<file path="src/rtl/if_stage_pkg.sv">
// Shared definitions for the instruction-fetch stage: bus widths, the bubble
// NOP word, reset level, reset PC and the IF state encodings.
package if_stage_pkg;

  localparam int InstAddrBus = 32;
  localparam int InstBus     = 32;

  localparam logic [InstBus-1:0]     ZeroWord  = 32'h0000_0000;
  localparam logic                   RstEnable = 1'b1;
  localparam logic [InstAddrBus-1:0] RESET_PC  = 32'h0000_0000;

  typedef enum logic [1:0] {
    IF_IDLE = 2'd0,
    IF_REQ  = 2'd1,
    IF_HOLD = 2'd2
  } if_state_e;

endpackage

</file>
<file path="src/rtl/if_stage_if.sv">
// Instruction-memory request/acknowledge bus between the fetch stage (master)
// and instruction memory (slave).
//
// Handshake: inst_req_o is asserted with a stable inst_addr_o until the cycle
// in which inst_ack_i is high; inst_rdata_i is valid only in a cycle where
// both inst_req_o and inst_ack_i are high. Ack without req is ignored.
interface if_stage_if;
  import if_stage_pkg::*;

  logic                   inst_req_o;
  logic [InstAddrBus-1:0] inst_addr_o;
  logic                   inst_ack_i;
  logic [InstBus-1:0]     inst_rdata_i;

  modport master (
    output inst_req_o,
    output inst_addr_o,
    input  inst_ack_i,
    input  inst_rdata_i
  );

  modport slave (
    input  inst_req_o,
    input  inst_addr_o,
    output inst_ack_i,
    output inst_rdata_i
  );
endinterface

</file>
<file path="src/rtl/if_stage_if_id.sv">
// IF/ID pipeline register: load a real instruction, load a bubble (NOP with
// valid cleared, PC still tracked), or hold.
module if_stage_if_id
  import if_stage_pkg::*;
(
  input  logic                   clk,
  input  logic                   rst,
  input  logic                   load,
  input  logic                   bubble,
  input  logic [InstAddrBus-1:0] pc,
  input  logic [InstBus-1:0]     inst,
  output logic [InstAddrBus-1:0] id_pc_o,
  output logic [InstBus-1:0]     id_inst_o,
  output logic                   id_valid_o
);

  always_ff @(posedge clk) begin
    if (rst == RstEnable) begin
      id_pc_o    <= '0;
      id_inst_o  <= ZeroWord;
      id_valid_o <= 1'b0;
    end else if (load) begin
      id_pc_o    <= pc;
      id_inst_o  <= inst;
      id_valid_o <= 1'b1;
    end else if (bubble) begin
      id_pc_o    <= pc;
      id_inst_o  <= ZeroWord;
      id_valid_o <= 1'b0;
    end
  end

endmodule

</file>
<file path="src/rtl/if_stage.sv">
// MIPS instruction-fetch stage: PC, memory handshake FSM, delayed-branch
// redirect and IF/ID register. Optional counters under `IF_PERF_EN`.
module if_stage
  import if_stage_pkg::*;
(
  input  logic                   clk,
  input  logic                   rst,
  input  logic                   stall_i,
  input  logic                   branch_flag_i,
  input  logic [InstAddrBus-1:0] branch_target_address_i,
  if_stage_if.master             mem,
  output logic                   stallreq_o,
  output logic [InstAddrBus-1:0] id_pc_o,
  output logic [InstBus-1:0]     id_inst_o,
  output logic                   id_valid_o,
  output if_state_e              dbg_state_o
`ifdef IF_PERF_EN
  ,
  output logic [31:0]            perf_fetch_o,
  output logic [31:0]            perf_stall_o
`endif
);

  if_state_e              state_q, state_d;
  logic [InstAddrBus-1:0] pc_q, next_pc;
  logic [InstBus-1:0]     buf_q, load_inst;
  logic                   pend_valid_q;
  logic [InstAddrBus-1:0] pend_target_q;

  logic req, stallreq, advance, id_load, id_bubble, buf_load, take;

  // A branch leaves ID only when ID holds a real instruction and is not stalled.
  assign take = branch_flag_i && id_valid_o && !stall_i;

  always_comb begin
    state_d   = state_q;
    req       = 1'b0;
    stallreq  = 1'b0;
    advance   = 1'b0;
    id_load   = 1'b0;
    id_bubble = 1'b0;
    buf_load  = 1'b0;
    load_inst = buf_q;
    case (state_q)
      IF_IDLE: state_d = IF_REQ;
      IF_REQ: begin
        req = 1'b1;
        if (mem.inst_ack_i) begin
          if (!stall_i) begin
            id_load   = 1'b1;
            load_inst = mem.inst_rdata_i;
            advance   = 1'b1;
          end else begin
            buf_load = 1'b1;
            state_d  = IF_HOLD;
          end
        end else begin
          stallreq = 1'b1;
          if (!stall_i) id_bubble = 1'b1;
        end
      end
      IF_HOLD: begin
        if (!stall_i) begin
          id_load = 1'b1;
          advance = 1'b1;
          state_d = IF_REQ;
        end
      end
      default: state_d = IF_IDLE;
    endcase
  end

  // The delay slot is whatever IF is fetching at take, so the redirect lands on
  // the PC update that follows it: immediately if IF advances now, else later.
  always_comb begin
    if (take)              next_pc = branch_target_address_i;
    else if (pend_valid_q) next_pc = pend_target_q;
    else                   next_pc = pc_q + 32'd4;
  end

  always_ff @(posedge clk) begin
    if (rst == RstEnable) begin
      state_q       <= IF_IDLE;
      pc_q          <= RESET_PC;
      buf_q         <= ZeroWord;
      pend_valid_q  <= 1'b0;
      pend_target_q <= '0;
    end else begin
      state_q <= state_d;
      if (buf_load) buf_q <= mem.inst_rdata_i;
      if (advance) begin
        pc_q         <= next_pc;
        pend_valid_q <= 1'b0;
      end else if (take) begin
        pend_valid_q  <= 1'b1;
        pend_target_q <= branch_target_address_i;
      end
    end
  end

  // Reset drops an outstanding request in the cycle it is asserted.
  assign mem.inst_req_o  = req && (rst != RstEnable);
  assign mem.inst_addr_o = pc_q;
  assign stallreq_o      = stallreq && (rst != RstEnable);
  assign dbg_state_o     = state_q;

  if_stage_if_id u_if_id (
    .clk        (clk),
    .rst        (rst),
    .load       (id_load),
    .bubble     (id_bubble),
    .pc         (pc_q),
    .inst       (load_inst),
    .id_pc_o    (id_pc_o),
    .id_inst_o  (id_inst_o),
    .id_valid_o (id_valid_o)
  );

`ifdef IF_PERF_EN
  always_ff @(posedge clk) begin
    if (rst == RstEnable) begin
      perf_fetch_o <= '0;
      perf_stall_o <= '0;
    end else begin
      if (id_load)    perf_fetch_o <= perf_fetch_o + 32'd1;
      if (stallreq_o) perf_stall_o <= perf_stall_o + 32'd1;
    end
  end
`endif

endmodule

</file>
<file path="src/flat_wrapper.sv">
// flat-port wrapper written by rule: the top's interface ports become plain ports
module if_stage_flat import if_stage_pkg::*;
  (clk, rst, stall_i, branch_flag_i, branch_target_address_i, stallreq_o, id_pc_o, id_inst_o, id_valid_o, dbg_state_o, mem_inst_req_o, mem_inst_addr_o, mem_inst_ack_i, mem_inst_rdata_i);
  if_stage_if mem_i ();
  input  logic clk;
  input  logic rst;
  input  logic stall_i;
  input  logic branch_flag_i;
  input  logic [InstAddrBus-1:0] branch_target_address_i;
  output logic stallreq_o;
  output logic [InstAddrBus-1:0] id_pc_o;
  output logic [InstBus-1:0] id_inst_o;
  output logic id_valid_o;
  output if_state_e dbg_state_o;
  output wire logic [$bits(mem_i.inst_req_o)-1:0] mem_inst_req_o;
  output wire logic [$bits(mem_i.inst_addr_o)-1:0] mem_inst_addr_o;
  input wire logic [$bits(mem_i.inst_ack_i)-1:0] mem_inst_ack_i;
  input wire logic [$bits(mem_i.inst_rdata_i)-1:0] mem_inst_rdata_i;
  assign mem_inst_req_o = mem_i.inst_req_o;
  assign mem_inst_addr_o = mem_i.inst_addr_o;
  assign mem_i.inst_ack_i = mem_inst_ack_i;
  assign mem_i.inst_rdata_i = mem_inst_rdata_i;
  if_stage u_core (.clk(clk), .rst(rst), .stall_i(stall_i), .branch_flag_i(branch_flag_i), .branch_target_address_i(branch_target_address_i), .mem(mem_i), .stallreq_o(stallreq_o), .id_pc_o(id_pc_o), .id_inst_o(id_inst_o), .id_valid_o(id_valid_o), .dbg_state_o(dbg_state_o));
endmodule
</file>
<file path="config.mk">
export PLATFORM = sky130hd
export DESIGN_NAME = if_stage_flat
export DESIGN_NICKNAME = d
export VERILOG_FILES = /design/src/rtl/if_stage_pkg.sv /design/src/rtl/if_stage_if.sv /design/src/rtl/if_stage_if_id.sv /design/src/rtl/if_stage.sv /design/src/flat_wrapper.sv
export SDC_FILE = /design/constraint.sdc
export NUM_CORES = 1
export LEC_CHECK = 0
export ABC_AREA = 1
export BUFFER_PORTS_ARGS = -buffer_cell sky130_fd_sc_hd__buf_2
export CAP_MARGIN = 30
export CORE_ASPECT_RATIO = 0.5
export CORE_MARGIN = 2
export CORE_UTILIZATION = 50
export CTS_CLUSTER_SIZE = 12
export DETAILED_ROUTE_END_ITERATION = 12
export HOLD_SLACK_MARGIN = 0.06
export PLACE_DENSITY_LB_ADDON = 0.15
export RECOVER_POWER = 25
export SLEW_MARGIN = 20
export SYNTH_ARGS = -nofsm -noshare
export SYNTH_HDL_FRONTEND = slang
export SYNTH_HIERARCHICAL = 1
export SYNTH_SLANG_ARGS = --single-unit
</file>
<file path="constraint.sdc">
create_clock -name clk -period 3.2 [get_ports clk]
set_clock_uncertainty 0.2 [all_clocks]
set_input_delay 0.64 -clock clk [delete_from_list [all_inputs] [get_ports clk]]
set_output_delay 0.64 -clock clk [all_outputs]
set_load 0.03 [all_outputs]
</file>
==> flow_summary.toml <==
[route]
postRouteAntennaNets = 0
vias = 7593
wl_um = 20500
drt_iter0_drc = 581
drc_errors = 0
wl_per_cell_um = 13.9
firstDrtPassIters = 5
via_per_inst = 5.13

[clocking]
cts.sinks = 164
clk_latency_ns = 0.42
cts_setup_buffers = 0
ctsResizeCount = 0
cts.hold.buffers_added = 0
cts_tree = "built"
htree_levels = 4
numCtsBuffers = 17
cts.reportedPaths.clkPinSlew_ns = 0.07
cts_buffer_depth = 2
root_buffer = "clkbuf_16"

[critical_path]
path_class = "reg2reg"
cp_top_family = "buffers and inverters"
cp_slowest_stage_delay_ns = 0.63
cp.required_ns = 3.31
arrival_ns = 2.68
r2r_start = "u_core/dbg_state_o[1]"
r2r_setup_slack_ns = 0.62
critical_path_buf_inv_count = 3
critPathLaunch = "u_core/dbg_state_o[1]"
cpMaxStageDelayCell = "buf_4"
path_cells = "inv_1, ha_1, nand2_1, nand2_1, nand3_2, inv_2, buf_4, o21ai_0, a21oi_1, a21oi_1"
crit_fanout = 76
endpoint = "u_core/mem.inst_addr_o[24]"
rr_worst_depth = 10
endpoint_kind = "flip-flop"
reg2reg_to = "u_core/mem.inst_addr_o[24]"
worstSetupStartpointType = "flip-flop"
cp.depth = 10

[power_and_ir_drop]
vdd.ir_drop.worst_mv = 0.355
leakage_nw = 3.82
powerDensity_nw_per_um2 = 559
finalPower_mw = 5.10

[timing]
tns_ns = 0
slew_violations = 0
fin_crit_sh = 0.806
max_slew_margin = 0.493
finalHoldViolCount = 0
period_minus_slack_ns = 2.58
worst_pin_slew_ns = 0.761
setup_viol = 0
clock.fmax_ghz = 0.388
rsz0062_at_grt = "false"

[yosys]
syn_area_per_cell_um2 = 6.75
syn_area_um2 = 7640
ys_ff_latch = 164
seq_area_frac_synth = 0.430
ys_types = 31
yosys_warnings = 6
syn-num-nets = 1205
syn_inst = 1132

[grt]
grt_pass1_wl_um = 33700
grt_max_degree = 77
grtUsageTotal = 0.259
antenna_found_initial = 0
grt_pass1_vias = 6981
grt.overflow.total = 0

[final_layout]
fin_nets = 1339
syn2layout_area_growth_pct = 19.4
layout-drive-gt1-share = 0.131
fillCellCount = 1418
multi_input_area_um2 = 3550
layout_commonest_cell = "nand2_1"
final-seq-area_um2 = 3280
final_cell_mix = "245 x nand2_1, 174 x nor2_1, 164 x dfxtp_1"

[worst_hold_path]
min_from = "u_core/pend_target_q[20]"
hold_class = "reg2reg"

[die]
start_util = 0.520
pin_count = 170
core_area_um2 = 14700
num_rows = 31
die_w_um = 179
die-area_um2 = 16300
die_h_um = 91.4

[placed_design]
io_buffers = 169
gp_congestion = 0.829
hpwlAfterDp_um = 13800

[status]
status = "finished, final reports clean"

[run]
cap_viol_max_count = 0
flip-flops by register name, indices dropped and copies added, names as in the netlist:
name / cells
u_core/pend_target_q: 32
u_core/dbg_state_o: 2
u_core/mem.inst_addr_o: 32
u_core/u_if_id/id_pc_o: 32
u_core/u_if_id/id_inst_o: 32
u_core/u_if_id/id_valid_o: 1
u_core/buf_q: 32
u_core/pend_valid_q: 1
layer usage:
layer  vias to the layer above  routed length, um  share of wire  track usage
li1                       3885                  -              -            -
met1                      3444               9070           0.44        0.321
met2                       231               9590           0.47        0.430
met3                        33               1390          0.068       0.0704
met4                         0                436          0.021       0.0935
met5                         -                  0              0            0
worst min-delay path by stage:
stage	to	slack [ns]	depth (start not counted)
2_1_floorplan	u_core/pend_target_q[4]	0.22	2
3_3_place_gp	u_core/pend_target_q[4]	0.23	2
3_5_place_dp	u_core/pend_target_q[6]	0.24	2
4_1_cts	u_core/pend_target_q[6]	0.25	2
5_1_grt	u_core/pend_target_q[13]	0.27	2
6_report	u_core/pend_target_q[20]	0.25	2
power breakdown:
group          switching [mW]  total [mW]  internal, mW
clock network           0.871        2.21          1.34
logic                   0.464       0.668         0.204
registers              0.0746        2.22          2.14
total                    1.41        5.10          3.69
kinds of logic after synthesis:
| logic type | share of synthesized area |
|---|---|
| xor+xnor | 0.0138 |
| compound gates | 0.203 |
| fa+ha+maj | 0.00655 |
| simple gates | 0.240 |
| flops | 0.430 |
| buf+inv | 0.106 |
per-stage QoR:
stage | hold WS [ns] | utilization | instance area, um2 | cells | setup WS, ns
2_1_floorplan | 0.225 | - | 7640 | 1132 | 0.649
3_3_place_gp | 0.233 | 0.579 | 8510 | 1443 | 0.583
3_5_place_dp | 0.241 | 0.581 | 8540 | 1444 | 0.593
4_1_cts | 0.253 | 0.624 | 9180 | 1476 | 0.654
5_1_grt | 0.273 | 0.620 | 9110 | 1477 | 0.409
6_report | 0.248 | 0.620 | 9120 | 1479 | 0.621
layout make-up:
| class | count | share of cell area |
|---|---|---|
| Antenna cell | 2 | 0.000549 |
| Clock buffer | 19 | 0.0486 |
| Clock inverter | 13 | 0.0215 |
| Inverter | 134 | 0.0552 |
| Multi-Input combinational cell | 770 | 0.389 |
| Sequential cell | 164 | 0.360 |
| Tap cell | 198 | 0.0272 |
| Timing Repair Buffer | 179 | 0.0979 |
Yosys cell counts:
library cell / n / area share
o21ai_0: 97 / 0.064
nor2_8: 1 / 0.0026
o211ai_1: 1 / 0.00098
nand2_2: 3 / 0.0025
o21bai_1: 2 / 0.0020
xor2_1: 8 / 0.0092
clkbuf_1: 35 / 0.017
nand3b_1: 2 / 0.0020
or2_2: 1 / 0.00082
a31oi_1: 2 / 0.0016
nand2_1: 245 / 0.12
buf_6: 3 / 0.0044
o21ai_1: 2 / 0.0013
nor2_4: 2 / 0.0029
buf_4: 6 / 0.0059
o31ai_1: 1 / 0.00098
dfxtp_1: 164 / 0.43
xnor2_1: 4 / 0.0046
nand3_1: 19 / 0.012
buf_2: 20 / 0.013
o22ai_1: 1 / 0.00082
nor2_1: 174 / 0.086
nor3_1: 3 / 0.0020
inv_2: 6 / 0.0029
nor2_2: 6 / 0.0049
nand3_2: 2 / 0.0026
ha_1: 4 / 0.0066
nand4_1: 2 / 0.0016
inv_1: 128 / 0.063
a211oi_1: 26 / 0.026
a21oi_1: 162 / 0.11
worst register-to-register path: cells and delay by family, from the launching register on:
kind	cells	cell delay, ns
buffers and inverters	3	0.85
and+or+nand+nor	3	0.26
DFF	1	0.34
adders and majority gates	1	0.25
AOI/OAI and AO/OA	3	0.58
No activity file was read; power rests on OpenSTA's default activity.
